File: src/rtl/shift_seq_pkg.sv
// Shared definitions for the shift-enable sequencer.
// Holds the FSM state encoding and the shift-counter width helper.
// No ports; imported by shift_ena_seq and pattern_det.

package shift_seq_pkg;

  // Sequencer phases. BOOT and SHIFT both drive shift_ena, but only BOOT
  // returns straight to SEARCH; SHIFT continues into the count/ack handshake.
  typedef enum logic [2:0] {
    BOOT     = 3'd0,
    SEARCH   = 3'd1,
    SHIFT    = 3'd2,
    COUNT    = 3'd3,
    WAIT_ACK = 3'd4
  } state_t;

  // Width needed to hold the values 0..cycles inclusive. The counter is
  // loaded with the full cycle count, so the +1 matters when cycles is a
  // power of two. Clamped to 1 so the result is never zero.
  function automatic int cnt_width(input int cycles);
    if (cycles < 1) begin
      return 1;
    end
    return $clog2(cycles + 1);
  endfunction

endpackage

File: src/rtl/shift_ena_seq_pattern_det.sv
// Serial start-pattern detector: a sliding window over the incoming bit
// stream compared against a fixed pattern (MSB received first).
// Ports: clk, reset (async, active-high), clr (zero the history),
//        en (shift data into the history and allow a match), data (serial
//        input bit), match (combinational: {history, data} == PATTERN while en).

module pattern_det
  import shift_seq_pkg::*;
#(
  parameter int                   PATTERN_W = 4,
  parameter logic [PATTERN_W-1:0] PATTERN   = 4'b1101
) (
  input  logic clk,
  input  logic reset,
  input  logic clr,
  input  logic en,
  input  logic data,
  output logic match
);

  // Only PATTERN_W-1 past bits are stored; the current input bit completes
  // the window, so a match is flagged in the same cycle the last bit arrives.
  logic [PATTERN_W-2:0] r_hist;
  logic [PATTERN_W-1:0] w_window;

  assign w_window = {r_hist, data};
  assign match    = en && (w_window == PATTERN);

  // clr wins over en so that re-entering the search always starts from an
  // empty history, even when the caller also holds en that cycle.
  always_ff @(posedge clk or posedge reset) begin
    if (reset) begin
      r_hist <= '0;
    end else if (clr) begin
      r_hist <= '0;
    end else if (en) begin
      r_hist <= w_window[PATTERN_W-2:0];
    end
  end

endmodule

File: src/rtl/shift_ena_seq.sv
// Shift-enable sequencer: raises shift_ena for SHIFT_CYCLES cycles after
// reset release (optional boot load) and after every detected start pattern,
// then runs a count / done / acknowledge handshake after pattern shifts.
// Ports: clk, reset (async, active-high), data (serial stream),
//        done_counting (datapath counter finished), ack (consumer ack of done),
//        shift_ena / counting / done (Moore, one-hot or all zero),
//        shift_left (shift cycles remaining incl. current, 0 outside shifts).

module shift_ena_seq
  import shift_seq_pkg::*;
#(
  parameter int                   PATTERN_W    = 4,
  parameter logic [PATTERN_W-1:0] PATTERN      = 4'b1101,
  parameter int                   SHIFT_CYCLES = 4,
  parameter bit                   BOOT_SHIFT   = 1'b1,
  localparam int                  CW           = cnt_width(SHIFT_CYCLES)
) (
  input  logic          clk,
  input  logic          reset,
  input  logic          data,
  input  logic          done_counting,
  input  logic          ack,
  output logic          shift_ena,
  output logic          counting,
  output logic          done,
  output logic [CW-1:0] shift_left
);

  localparam logic [CW-1:0] CNT_LOAD    = CW'(SHIFT_CYCLES);
  localparam logic [CW-1:0] CNT_ONE     = CW'(1);
  localparam state_t        RESET_STATE = BOOT_SHIFT ? BOOT : SEARCH;

  state_t        r_state;
  state_t        w_state_nxt;
  logic [CW-1:0] r_cnt;
  logic [CW-1:0] w_cnt_nxt;
  logic          w_in_shift;
  logic          w_cnt_last;
  logic          w_match;
  logic          w_search_en;
  logic          w_search_clr;

  assign w_in_shift = (r_state == BOOT) || (r_state == SHIFT);
  assign w_cnt_last = (r_cnt == CNT_ONE);

  // History only advances while searching, and is wiped on every entry
  // into SEARCH so each pattern must be received afresh.
  assign w_search_en  = (r_state == SEARCH);
  assign w_search_clr = (w_state_nxt == SEARCH) && (r_state != SEARCH);

  pattern_det #(
    .PATTERN_W (PATTERN_W),
    .PATTERN   (PATTERN)
  ) u_pattern_det (
    .clk   (clk),
    .reset (reset),
    .clr   (w_search_clr),
    .en    (w_search_en),
    .data  (data),
    .match (w_match)
  );

  // State register.
  always_ff @(posedge clk or posedge reset) begin
    if (reset) begin
      r_state <= RESET_STATE;
    end else begin
      r_state <= w_state_nxt;
    end
  end

  // Next-state logic. Each input is looked at only in the state that
  // consumes it, so a done_counting or ack that is already high when the
  // FSM arrives is honoured one edge later, never on the arrival edge.
  always_comb begin
    w_state_nxt = r_state;
    unique case (r_state)
      BOOT: begin
        if (w_cnt_last) begin
          w_state_nxt = SEARCH;
        end
      end
      SEARCH: begin
        if (w_match) begin
          w_state_nxt = SHIFT;
        end
      end
      SHIFT: begin
        if (w_cnt_last) begin
          w_state_nxt = COUNT;
        end
      end
      COUNT: begin
        if (done_counting) begin
          w_state_nxt = WAIT_ACK;
        end
      end
      WAIT_ACK: begin
        if (ack) begin
          w_state_nxt = SEARCH;
        end
      end
      default: begin
        w_state_nxt = RESET_STATE;
      end
    endcase
  end

  // Shift counter. Outside the shift phases it rests at the full load value,
  // which gives the "load on entry" behaviour for free: the first cycle of
  // BOOT or SHIFT always starts from SHIFT_CYCLES.
  always_comb begin
    w_cnt_nxt = CNT_LOAD;
    if (w_in_shift && !w_cnt_last) begin
      w_cnt_nxt = r_cnt - CNT_ONE;
    end
  end

  always_ff @(posedge clk or posedge reset) begin
    if (reset) begin
      r_cnt <= CNT_LOAD;
    end else begin
      r_cnt <= w_cnt_nxt;
    end
  end

  // Moore outputs, decoded from the registered state only.
  always_comb begin
    shift_ena  = 1'b0;
    counting   = 1'b0;
    done       = 1'b0;
    shift_left = '0;
    if (w_in_shift) begin
      shift_ena  = 1'b1;
      shift_left = r_cnt;
    end
    if (r_state == COUNT) begin
      counting = 1'b1;
    end
    if (r_state == WAIT_ACK) begin
      done = 1'b1;
    end
  end

endmodule
File: config.mk
export PLATFORM = sky130hd
export DESIGN_NAME = shift_ena_seq
export DESIGN_NICKNAME = d
export VERILOG_FILES = /design/src/rtl/shift_seq_pkg.sv /design/src/rtl/shift_ena_seq_pattern_det.sv /design/src/rtl/shift_ena_seq.sv
export SDC_FILE = /design/constraint.sdc
export NUM_CORES = 1
export LEC_CHECK = 0
export ABC_AREA = 1
export CAP_MARGIN = 30
export CORE_MARGIN = 4
export CORE_UTILIZATION = 35
export CTS_CLUSTER_SIZE = 8
export DETAILED_ROUTE_END_ITERATION = 12
export HOLD_SLACK_MARGIN = 0.1
export PLACE_DENSITY_LB_ADDON = 0.25
export SYNTH_ARGS = -nofsm -noshare
export SYNTH_HDL_FRONTEND = slang
export SYNTH_SLANG_ARGS = --single-unit
File: constraint.sdc
create_clock -name clk -period 2.4 [get_ports clk]
set_input_delay 0.24 -clock clk [delete_from_list [all_inputs] [get_ports clk]]
set_output_delay 0.24 -clock clk [all_outputs]
set_load 0.02 [all_outputs]
Word-level counts from Yosys, hierarchy flattened
Index checks and enable logic that the tools add are counted.
{"block": "word_totals", "inputBits": 5, "register_bits": 9, "output_inout_bits": 6}
{"block": "classes", "n_eq_ne": 8, "n_reduce_logical": 7, "mux": 13, "add_sub_neg": 1}
{"cell": "3-bit two-way mux", "n": 9}
{"cell": "3-bit one-hot mux with 5 select lines", "n": 1}
{"cell": "3-bit by 1-bit equality test with 1-bit output, second input constant", "n": 3}
{"cell": "3-bit by 2-bit equality test with 1-bit output, second input constant", "n": 2}
{"cell": "4-bit equality test, second input constant", "n": 1}
{"cell": "3-bit equality test, second input constant", "n": 1}
{"cell": "1-bit logical AND", "n": 3}
{"cell": "3-bit zero test", "n": 1}
{"cell": "1-bit two-way mux", "n": 3}
{"cell": "3-bit by 1-bit inequality test with 1-bit output, second input constant", "n": 1}
{"cell": "3-bit by 1-bit subtractor with 3-bit output, second input constant", "n": 1}
{"cell": "2-bit nonzero test", "n": 1}
{"cell": "1-bit zero test", "n": 1}
{"cell": "1-bit logical OR", "n": 1}

Longest topological paths before layout
Gate-level depths: netlist of run 1.
{"block": "logic_depth", "depth_word": 7, "depth_mapped": 9, "mapped_depth_nobuf": 9}

Hierarchy
Synthesis of run 1 repeated with hierarchy kept, for this count alone.
{"block": "unflattened", "cells_unflattened": 74, "hier_area_um2": 530.5}
{"mod": "shift_ena_seq", "n_inst": 1, "area_per_inst_um2": 387.9, "seq_area_each_um2": 151.4, "cells_per_inst": 55}
{"mod": "pattern_det", "n_inst": 1, "area_per_inst_um2": 142.6, "seq_area_each_um2": 75.1, "cells_per_inst": 19}

Worst setup path after synthesis of run 1
No wires, ideal clock.
{"block": "synth_timing", "path_kind": "register -> output", "startpoint": "reg r_state[0]", "endpoint": "out shift_left[0]", "path_slack_ns": 0.917, "path_buffers": 0, "arrival_time_ns": 1.243, "stages_incl_launch_ff": 4, "cell_sequence": "dfrtp_1 nor2_1 inv_1 nor2_1"}
{"block": "synth_between", "elab_chain_len": 3}
{"element": "start: declaration", "line": "shift_ena_seq.sv:33", "source": "state_t r_state;"}
{"element": "start signal: assignment", "line": "shift_ena_seq.sv:68", "source": "r_state <= w_state_nxt;"}
{"element": "3-bit by 2-bit equality test with 1-bit output / 3-bit zero test (equally long branches)", "line": "shift_ena_seq.sv:43", "source": "assign w_in_shift = (r_state == BOOT) || (r_state == SHIFT);"}
{"element": "1-bit logical OR *", "line": "shift_ena_seq.sv:43"}
{"element": "3-bit two-way mux *", "line": "shift_ena_seq.sv:133", "source": "if (w_in_shift) begin"}
{"element": "end: declaration", "line": "shift_ena_seq.sv:26", "source": "output logic [CW-1:0] shift_left"}
Every way passes the cells marked *; elsewhere a longest branch is shown, timed or not.

Worst setup path in the final report of run 1
Ends and elaborated chain as after synthesis.

==> report_table.html, run 1 <==
<table>
<tr><th>Metric</th><th>Value</th></tr>
<tr><th colspan="2">Outcome</th></tr>
<tr><td>Run status</td><td>finished clean</td></tr>
<tr><th colspan="2">Clocking</th></tr>
<tr><td>Setup Buffers After CTS</td><td>0</td></tr>
<tr><td>Clock tree from TritonCTS</td><td>yes</td></tr>
<tr><td>TritonCTS Sinks</td><td>9</td></tr>
<tr><td>CTS clock-pin slew for the worst setup and hold paths</td><td>0.07 ns</td></tr>
<tr><td>Number of gates given a new drive strength after cts</td><td>0</td></tr>
<tr><td>Clock root cell</td><td>sky130_fd_sc_hd__clkbuf_4</td></tr>
<tr><td>Maximum level of the CTS H-tree</td><td>1</td></tr>
<tr><td>Clock latency of the later-clocked register in the worst-skew pair</td><td>roughly 0.27 ns</td></tr>
<tr><td>Clock buffer depth</td><td>2</td></tr>
<tr><td>Number of clock buffers inserted by TritonCTS</td><td>3</td></tr>
<tr><td>Cts-stage hold buffer count</td><td>0</td></tr>
<tr><th colspan="2">Worst setup path</th></tr>
<tr><td>Max stage delay on crit path</td><td>about 0.61 ns</td></tr>
<tr><td>Required time of the worst setup path</td><td>approximately 2.2 ns</td></tr>
<tr><td>Arr. time, crit path</td><td>1.71 ns</td></tr>
<tr><td>Crit-path max FO</td><td>5</td></tr>
<tr><td>Critical path's most frequent cell</td><td>sky130_fd_sc_hd__nor2_1</td></tr>
<tr><td>Category of the worst setup path launch point</td><td>flip-flop</td></tr>
<tr><td>Crit path kind</td><td>flip-flop to output port</td></tr>
<tr><td>Kind of end point of the critical path</td><td>output port</td></tr>
<tr><td>Slowest stage cell, crit path</td><td>sky130_fd_sc_hd__clkdlybuf4s50_1</td></tr>
<tr><td>Critical-path cell list</td><td>nor2_1 -&gt; inv_1 -&gt; nor2_1 -&gt; clkdlybuf4s50_1</td></tr>
<tr><td>Slack of the worst reg-to-reg path</td><td>1.16 ns</td></tr>
<tr><th colspan="2">Place</th></tr>
<tr><td>Placed cell area</td><td>~630 sq um</td></tr>
<tr><td>Buffers on Ports</td><td>10</td></tr>
<tr><td>Detailed Place HPWL</td><td>approximately 720 microns</td></tr>
<tr><td>Final weighted congestion in routability-driven placement</td><td>roughly 0.76</td></tr>
<tr><th colspan="2">Layout</th></tr>
<tr><td>Number of filler instances in the final layout</td><td>roughly 140</td></tr>
<tr><td>Post-layout instance area</td><td>~660 sq um</td></tr>
<tr><td>Area growth from synthesis to layout</td><td>28.54%</td></tr>
<tr><td>Layout cells sized above 1</td><td>0.1899</td></tr>
<tr><td>Total Nets Final</td><td>87</td></tr>
<tr><td>Inserted Diodes</td><td>0</td></tr>
<tr><th colspan="2">Power</th></tr>
<tr><td>Fraction of power spent switching nets</td><td>0.4288</td></tr>
<tr><td>Cell area power density</td><td>1152 nW/um^2</td></tr>
<tr><td>Power, Total</td><td>0.7598 mW</td></tr>
<tr><td>Switching component of the power</td><td>0.3258 mW</td></tr>
<tr><td>Internal</td><td>0.4340 mW</td></tr>
<tr><td>Combinational group share of total power</td><td>0.496</td></tr>
<tr><td>Clock network power share</td><td>0.161</td></tr>
<tr><td>Flop pwr share</td><td>0.342</td></tr>
<tr><td>Maximum vdd ir drop</td><td>between 0.0005 and 0.0006 V</td></tr>
<tr><td>Leak Pwr</td><td>between 0.3 and 0.4 nW</td></tr>
<tr><th colspan="2">Die</th></tr>
<tr><td>Die area</td><td>2142 sq um</td></tr>
<tr><td>Die boundary height</td><td>46.29 microns</td></tr>
<tr><td>Count of pins on the block boundary</td><td>11</td></tr>
<tr><td>Core box area</td><td>1334 sq um</td></tr>
<tr><td>Die outline width</td><td>46.29 microns</td></tr>
<tr><td>Floorplan row count</td><td>13</td></tr>
<tr><td>Initial core utilization</td><td>0.3846</td></tr>
<tr><th colspan="2">Synthesis</th></tr>
<tr><td>Count of mapped cells out of synthesis</td><td>65</td></tr>
<tr><td>Mux cell area share after synthesis</td><td>0</td></tr>
<tr><td>Post-Synthesis Cell Area</td><td>513.0 sq um</td></tr>
<tr><td>Fraction of the mapped netlist area in compound gates</td><td>0.01463</td></tr>
<tr><td>Share of synthesized cell area in full adder, half adder and majority cells</td><td>0.04878</td></tr>
<tr><td>Count of synthesis-stage warnings from yosys</td><td>0</td></tr>
<tr><td>Main combinational cell family by area after synthesis</td><td>simple AND/OR/NAND/NOR gates</td></tr>
<tr><td>Proportion of synthesized chip area in sequential cells</td><td>0.4415</td></tr>
<tr><td>Mean instance size in the synthesized netlist</td><td>7.892 sq um</td></tr>
<tr><td>Xor/xnor cell area share of the yosys netlist</td><td>0.01707</td></tr>
<tr><td>Post-Syn Nets</td><td>72</td></tr>
<tr><td>Post-synthesis share of cell area spent on and, or, nand and nor gates</td><td>0.3829</td></tr>
<tr><td>Number of unique standard cell types used by synthesis</td><td>16</td></tr>
<tr><td>Synthesis-stage register bit count</td><td>9</td></tr>
<tr><th colspan="2">Hold path</th></tr>
<tr><td>HP Class</td><td>input pin to async pin</td></tr>
<tr><th colspan="2">Timing</th></tr>
<tr><td>Fin Hold WS</td><td>0.2336 ns</td></tr>
<tr><td>Final worst-path cycle share</td><td>0.8132</td></tr>
<tr><td>Setup TNS after final layout</td><td>0 ns</td></tr>
<tr><td>Maximum clock skew at final layout</td><td>0.0009622 ns</td></tr>
<tr><td>Achievable Freq</td><td>about 500 MHz</td></tr>
<tr><td>Setup repair after global routing missed its margin</td><td>no</td></tr>
<tr><td>Least-Margin Pin Slew</td><td>0.3589 ns</td></tr>
<tr><td>Worst relative slew slack</td><td>0.7605</td></tr>
<tr><td>Final min period</td><td>between 1.5 and 2 ns</td></tr>
<tr><td>Final Hold Vio Count</td><td>0</td></tr>
<tr><td>Max-slew violation count</td><td>0</td></tr>
<tr><td>Total setup violations reported at the end of the flow</td><td>0</td></tr>
<tr><th colspan="2">GRT</th></tr>
<tr><td>GR Util All Layers</td><td>0.1183</td></tr>
<tr><td>Number of global-route vias before repair</td><td>just over 400</td></tr>
<tr><td>Initial antenna violation count</td><td>0</td></tr>
<tr><td>Global route overflow</td><td>0</td></tr>
<tr><td>Global-route wire length before repair</td><td>1635 microns</td></tr>
<tr><td>Maximum number of pins on one net before global-route repair</td><td>10</td></tr>
<tr><th colspan="2">Drt</th></tr>
<tr><td>Number of search-and-repair iterations in the first detailed-routing pass</td><td>4</td></tr>
<tr><td>Aggregate routed wire length</td><td>929 microns</td></tr>
<tr><td>Remaining routing DRC violations</td><td>0</td></tr>
<tr><td>DR iter-0 viols</td><td>11</td></tr>
<tr><td>Drt via density</td><td>4.638</td></tr>
<tr><td>Antenna viol nets, final</td><td>0</td></tr>
<tr><td>Average wire per cell in the routed design</td><td>9.883 microns</td></tr>
<tr><td>Total number of vias</td><td>436</td></tr>
<tr><th colspan="2">Job</th></tr>
<tr><td># Max-Cap Violations</td><td>0</td></tr>
</table>
==> per-layer routing <==
metal | share of wire | wire, microns | global-route usage
met1 | 0.42 | 391 | 0.1190
met2 | 0.47 | 434 | 0.1786
met3 | 0.085 | 79 | 0.07031
met4 | 0.026 | 24 | 0.08523
met5 | 0 | 0 | 0
==> power by group through the flow <==
| stage | clock network, mW | logic (mW) | registers [mW] |
|---|---|---|---|
| after floorplan | 0 | 0.270 | 0.254 |
| after global placement | 0 | 0.380 | 0.261 |
| after detailed placement | 0 | 0.382 | 0.262 |
| after CTS | 0.129 | 0.384 | 0.259 |
| after global routing | 0.137 | 0.424 | 0.269 |
| final | 0.123 | 0.377 | 0.260 |
==> state kept, by name, indices dropped and copies added, names as in the netlist <==
signal and flops:
r_state 3, u_pattern_det.r_hist 3, r_cnt 3
==> synth_stat cells <==
| cell | number | share of area |
|---|---|---|
| sky130_fd_sc_hd__inv_1 | 11 | 0.080 |
| sky130_fd_sc_hd__xnor2_1 | 1 | 0.017 |
| sky130_fd_sc_hd__dfrtp_1 | 8 | 0.39 |
| sky130_fd_sc_hd__nand3_2 | 3 | 0.059 |
| sky130_fd_sc_hd__nand4_1 | 1 | 0.012 |
| sky130_fd_sc_hd__inv_2 | 2 | 0.015 |
| sky130_fd_sc_hd__ha_1 | 2 | 0.049 |
| sky130_fd_sc_hd__nand2_2 | 2 | 0.024 |
| sky130_fd_sc_hd__nor2_4 | 2 | 0.044 |
| sky130_fd_sc_hd__nor2_2 | 1 | 0.012 |
| sky130_fd_sc_hd__nand2_1 | 14 | 0.10 |
| sky130_fd_sc_hd__o31ai_1 | 1 | 0.015 |
| sky130_fd_sc_hd__nand3_1 | 4 | 0.039 |
| sky130_fd_sc_hd__dfstp_2 | 1 | 0.051 |
| sky130_fd_sc_hd__nor3_1 | 1 | 0.0097 |
| sky130_fd_sc_hd__nor2_1 | 11 | 0.080 |
==> per-stage QoR <==
step,utilization,worst slack (ns),cells
finish,0.4944,0.4483,94
global route,0.4944,0.3246,94
CTS,0.4944,0.4285,94
detailed placement,0.4737,0.7372,90
global placement,0.4737,0.7657,90
floorplan,-,0.9173,65
==> critical path: cells and delay by family, from the launching register on <==
kind	cells	cell delay, ns
buffers and inverters	2	0.72
flip-flops	1	0.43
AND/OR/NAND/NOR	2	0.29
==> cells by family after synthesis <==
logic type      after synthesis
fa+ha+maj                     2
flops                         9
compound gates                1
simple gates                 39
xor+xnor                      1
buf+inv                      13
==> final cells by class <==
| type | count | area (sq um) | area share |
|---|---|---|---|
| Clock buffer | 3 | 22.52 | 0.03416 |
| Clock inverter | 1 | 5.005 | 0.007590 |
| Inverter | 13 | 48.80 | 0.07400 |
| Multi-Input combinational cell | 43 | 237.7 | 0.3605 |
| Sequential cell | 9 | 226.5 | 0.3435 |
| Tap cell | 15 | 18.77 | 0.02846 |
| Timing Repair Buffer | 10 | 100.1 | 0.1518 |
==> final timing paths <==
path | from | end | cells after the start
max reg2reg | r_cnt[1] | u_pattern_det.r_hist[0] | 9
min | reset | r_cnt[0] | 2
min in group clk | r_cnt[0] | r_cnt[0] | 1
min reg2reg | r_cnt[0] | r_cnt[0] | 1
max in group asynchronous | reset | r_cnt[2] | 2
max | r_state[0] | shift_left[0] | 4
==> placed cells by master (no fill, tap or decap) <==
cell type and count:
sky130_fd_sc_hd__clkbuf_4 3, sky130_fd_sc_hd__clkdlybuf4s50_1 10, sky130_fd_sc_hd__clkinv_2 1, sky130_fd_sc_hd__dfrtp_1 8, sky130_fd_sc_hd__dfstp_2 1, sky130_fd_sc_hd__ha_1 2, sky130_fd_sc_hd__inv_1 11, sky130_fd_sc_hd__inv_2 2
sky130_fd_sc_hd__nand2_1 14, sky130_fd_sc_hd__nand2_2 2, sky130_fd_sc_hd__nand3_1 4, sky130_fd_sc_hd__nand3_2 3, sky130_fd_sc_hd__nand4_1 1, sky130_fd_sc_hd__nor2_1 11, sky130_fd_sc_hd__nor2_2 1, sky130_fd_sc_hd__nor2_4 2
sky130_fd_sc_hd__nor3_1 1, sky130_fd_sc_hd__o31ai_1 1, sky130_fd_sc_hd__xnor2_1 1
(Power assumes the default switching activity.)
==> inputs of run 2 (changes only) <==
==> constraint.sdc (replaced) <==
create_clock -name clk -period 1.65 [get_ports clk]
set_input_delay 0.165 -clock clk [delete_from_list [all_inputs] [get_ports clk]]
set_output_delay 0.165 -clock clk [all_outputs]
set_load 0.02 [all_outputs]
==> run 2 against run 1 <==
Against the previous run: critical path depth unchanged; sequential power up 45%; routed wire length down 4.5%; global-route usage about the same; clock power up 41%; power up 42%; setup slack worse by 0.32 ns; sequential cell count unchanged; utilization down 0.094 points; count of clock-buffer cells in the layout unchanged; critical path type unchanged; highest routed layer unchanged.
==> report_table.html, run 2 (synthesis gave the netlist of run 1 again) <==
<table>
<tr><th>Metric</th><th>Value</th></tr>
<tr><th colspan="2">Outcome</th></tr>
<tr><td>Run status</td><td>finished clean (unchanged)</td></tr>
<tr><th colspan="2">Power</th></tr>
<tr><td>Maximum vdd ir drop</td><td>0.0007604 V (was 0.0005152 V)</td></tr>
<tr><td>Switching component of the power</td><td>0.4674 mW (was 0.3258 mW)</td></tr>
<tr><td>Leak Pwr</td><td>0.3705 nW (was 0.3519 nW)</td></tr>
<tr><td>Fraction of power spent switching nets</td><td>0.4334 (was 0.4288)</td></tr>
<tr><td>Internal</td><td>0.6112 mW (was 0.4340 mW)</td></tr>
<tr><td>Cell area power density</td><td>1639 nW/um^2 (was 1152 nW/um^2)</td></tr>
<tr><td>Combinational group share of total power</td><td>0.490 (was 0.496)</td></tr>
<tr><td>Clock network power share</td><td>0.161 (about the same)</td></tr>
<tr><td>Flop pwr share</td><td>0.349 (was 0.342)</td></tr>
<tr><th colspan="2">Worst setup path</th></tr>
<tr><td>Kind of end point of the critical path</td><td>output port (unchanged)</td></tr>
<tr><td>Category of the worst setup path launch point</td><td>flip-flop (unchanged)</td></tr>
<tr><td>Arr. time, crit path</td><td>1.35 ns (was 1.71 ns)</td></tr>
<tr><td>Worst Reg-to-Reg Cells</td><td>9 (unchanged)</td></tr>
<tr><td>Slack of the worst reg-to-reg path</td><td>0.40 ns (was 1.16 ns)</td></tr>
<tr><td>Crit-path max FO</td><td>5 (unchanged)</td></tr>
<tr><td>Crit path kind</td><td>flip-flop to output port (unchanged)</td></tr>
<tr><td>Capturing point of the worst reg2reg path</td><td>u_pattern_det.r_hist[1] (was u_pattern_det.r_hist[0])</td></tr>
<tr><td>Launch point of the critical path</td><td>r_state[0] (unchanged)</td></tr>
<tr><td>Required time of the worst setup path</td><td>1.48 ns (was 2.16 ns)</td></tr>
<tr><td>Startpoint of the worst-slack reg-to-reg timing path</td><td>r_cnt[1] (unchanged)</td></tr>
<tr><th colspan="2">Layout</th></tr>
<tr><td>Total Nets Final</td><td>88 (was 87)</td></tr>
<tr><td>Number of filler instances in the final layout</td><td>144 (was 141)</td></tr>
<tr><td>Most frequent standard cell in the layout excluding fill and tap cells</td><td>sky130_fd_sc_hd__nand2_1 (unchanged)</td></tr>
<tr><td>Post-layout instance area</td><td>658.1 sq um (was 659.4 sq um)</td></tr>
<tr><td>Area growth from synthesis to layout</td><td>28.29% (was 28.54%)</td></tr>
<tr><td>Total area of multi-input combinational cells</td><td>237.7 sq um (unchanged)</td></tr>
<tr><td>Most frequent cells in the layout</td><td>sky130_fd_sc_hd__nand2_1 (14), sky130_fd_sc_hd__inv_1 (11), sky130_fd_sc_hd__nor2_1 (11) (unchanged)</td></tr>
<tr><td>Inserted Diodes</td><td>0 (unchanged)</td></tr>
<tr><td>Layout cells sized above 1</td><td>0.2125 (was 0.1899)</td></tr>
<tr><td>Registers with the highest flip-flop counts</td><td>r_cnt (3), r_state (3), u_pattern_det.r_hist (3) (unchanged)</td></tr>
<tr><td>Area occupied by registers</td><td>226.5 sq um (unchanged)</td></tr>
<tr><th colspan="2">Timing</th></tr>
<tr><td>Max-slew violation count</td><td>0 (unchanged)</td></tr>
<tr><td>Setup TNS after final layout</td><td>0 ns (unchanged)</td></tr>
<tr><td>Setup repair after global routing missed its margin</td><td>no (unchanged)</td></tr>
<tr><td>Worst relative slew slack</td><td>0.7571 (was 0.7605)</td></tr>
<tr><td>Maximum clock skew at final layout</td><td>0.002066 ns (was 0.0009622 ns)</td></tr>
<tr><td>Least-Margin Pin Slew</td><td>0.3640 ns (was 0.3589 ns)</td></tr>
<tr><td>Final worst-path cycle share</td><td>0.9210</td></tr>
<tr><td>Total setup violations reported at the end of the flow</td><td>0 (unchanged)</td></tr>
<tr><td>Min setup slack post-route</td><td>0.1304 ns (was 0.4483 ns)</td></tr>
<tr><td>Achievable Freq</td><td>around 660 MHz</td></tr>
<tr><td>Final min period</td><td>1.520 ns</td></tr>
<tr><td>Final Hold Vio Count</td><td>0 (unchanged)</td></tr>
<tr><th colspan="2">Die</th></tr>
<tr><td>Count of pins on the block boundary</td><td>11 (unchanged)</td></tr>
<tr><td>Initial core utilization</td><td>0.3846 (unchanged)</td></tr>
<tr><td>Die outline width</td><td>46.29 microns (unchanged)</td></tr>
<tr><td>Die boundary height</td><td>46.29 microns (unchanged)</td></tr>
<tr><td>Core box area</td><td>1334 sq um (unchanged)</td></tr>
<tr><td>Floorplan row count</td><td>13 (unchanged)</td></tr>
<tr><td>Die area</td><td>2142 sq um (unchanged)</td></tr>
<tr><th colspan="2">GRT</th></tr>
<tr><td>Number of global-route vias before repair</td><td>444 (was 408)</td></tr>
<tr><td>Initial antenna violation count</td><td>0 (unchanged)</td></tr>
<tr><td>GR Util All Layers</td><td>0.1181 (was 0.1183)</td></tr>
<tr><td>Global route overflow</td><td>0 (unchanged)</td></tr>
<tr><td>Global-route wire length before repair</td><td>1718 microns (was 1635 microns)</td></tr>
<tr><td>Maximum number of pins on one net before global-route repair</td><td>10 (unchanged)</td></tr>
<tr><th colspan="2">Drt</th></tr>
<tr><td>Average wire per cell in the routed design</td><td>9.337 microns (was 9.883 microns)</td></tr>
<tr><td>DR iter-0 viols</td><td>6 (was 11)</td></tr>
<tr><td>Antenna viol nets, final</td><td>0 (unchanged)</td></tr>
<tr><td>Drt via density</td><td>4.453 (was 4.638)</td></tr>
<tr><td>Remaining routing DRC violations</td><td>0 (unchanged)</td></tr>
<tr><td>Number of search-and-repair iterations in the first detailed-routing pass</td><td>4 (unchanged)</td></tr>
<tr><td>Total number of vias</td><td>423 (was 436)</td></tr>
<tr><td>Aggregate routed wire length</td><td>887 microns (was 929 microns)</td></tr>
<tr><th colspan="2">Place</th></tr>
<tr><td>Placed cell area</td><td>639.4 sq um (was 631.9 sq um)</td></tr>
<tr><td>Final weighted congestion in routability-driven placement</td><td>0.8026 (was 0.7570)</td></tr>
<tr><td>Buffers on Ports</td><td>10 (unchanged)</td></tr>
<tr><td>Detailed Place HPWL</td><td>726.2 microns (was 723.7 microns)</td></tr>
<tr><td>Pre-CTS setup slack</td><td>0.1265 ns (was 0.7372 ns)</td></tr>
<tr><th colspan="2">Clocking</th></tr>
<tr><td>Maximum level of the CTS H-tree</td><td>1 (unchanged)</td></tr>
<tr><td>CTS clock-pin slew for the worst setup and hold paths</td><td>0.06 ns (was 0.07 ns)</td></tr>
<tr><td>Clock buffer depth</td><td>2 (unchanged)</td></tr>
<tr><td>TritonCTS Sinks</td><td>9 (unchanged)</td></tr>
<tr><td>Clock tree from TritonCTS</td><td>yes (unchanged)</td></tr>
<tr><td>Clock latency of the later-clocked register in the worst-skew pair</td><td>0.27 ns (about the same)</td></tr>
<tr><td>Clock root cell</td><td>sky130_fd_sc_hd__clkbuf_4 (unchanged)</td></tr>
<tr><td>Number of clock buffers inserted by TritonCTS</td><td>3 (unchanged)</td></tr>
<tr><td>Cts-stage hold buffer count</td><td>0 (unchanged)</td></tr>
<tr><th colspan="2">Hold path</th></tr>
<tr><td>HP Class</td><td>input pin to async pin (unchanged)</td></tr>
<tr><th colspan="2">Job</th></tr>
<tr><td># Max-Cap Violations</td><td>0 (unchanged)</td></tr>
</table>
-- run 2: cell types whose count changed in the layout (fill, tap and decap cells not counted), sizes merged --
cell           delta
buf               +1
clkbuf            +1
clkdlybuf4s15     +2
clkdlybuf4s50     -6
dlygate4sd2       +3
-- run 2: worst max-delay path, cell delays in order, from the launching register on --
cell	delay, ns
sky130_fd_sc_hd__dfrtp_1	0.43
sky130_fd_sc_hd__nor2_1	0.16
sky130_fd_sc_hd__inv_1	0.10
sky130_fd_sc_hd__nor2_1	0.09
sky130_fd_sc_hd__clkdlybuf4s15_1	0.31
-- run 2: cell type report --
type                    instances  area share
flip-flops and latches          9      0.3441
clock inverters                 1    0.007605
inverters                      13     0.07414
multi-input cells              43      0.3612
repair buffers                 11      0.1502
well taps                      15     0.02852
clock buffers                   3     0.03422
-- run 2: metrics by stage --
step / std cells / utilization / hold slack [ns] / total power [mW]
after global placement: 91 / 0.4794 / 0.4425 / 0.9482
after CTS: 95 / 0.4944 / 0.1602 / 1.100
after floorplan: 65 / - / -0.007798 / 0.7619
after global routing: 95 / 0.4934 / 0.1724 / 1.193
final: 95 / 0.4934 / 0.1614 / 1.079
after detailed placement: 91 / 0.4794 / 0.4487 / 0.9525
-- run 2: worst max path at each step --
stage	end	slack, ns	depth (start not counted)
after floorplan	shift_left[0]	0.24	3
after global placement	shift_left[0]	0.14	4
after detailed placement	shift_left[2]	0.13	4
after CTS	shift_left[2]	0.1	4
after global routing	shift_left[0]	0.01	4
final	shift_left[0]	0.13	4
-- run 2: metal layers --
metal  track usage  vias up  share of wire
met4       0.06818        0          0.017
li1              -      226              -
met5             0        -              0
met1        0.1374      186           0.44
met2        0.1731        9           0.46
met3       0.05859        2          0.077
-- run 2: power groups by stage --
stage	Combinational [mW]	Sequential (mW)	Clock [mW]
2_1_floorplan	0.392	0.369	0
3_3_place_gp	0.568	0.380	0
3_5_place_dp	0.571	0.381	0
4_1_cts	0.536	0.377	0.187
5_1_grt	0.602	0.392	0.199
6_report	0.528	0.377	0.174
-- run 2: what timing repair did --
action / CTS / global route
setup buffers: 0 / 0
resized for setup: 6 / 4
setup endpoints to repair: 6 / 3
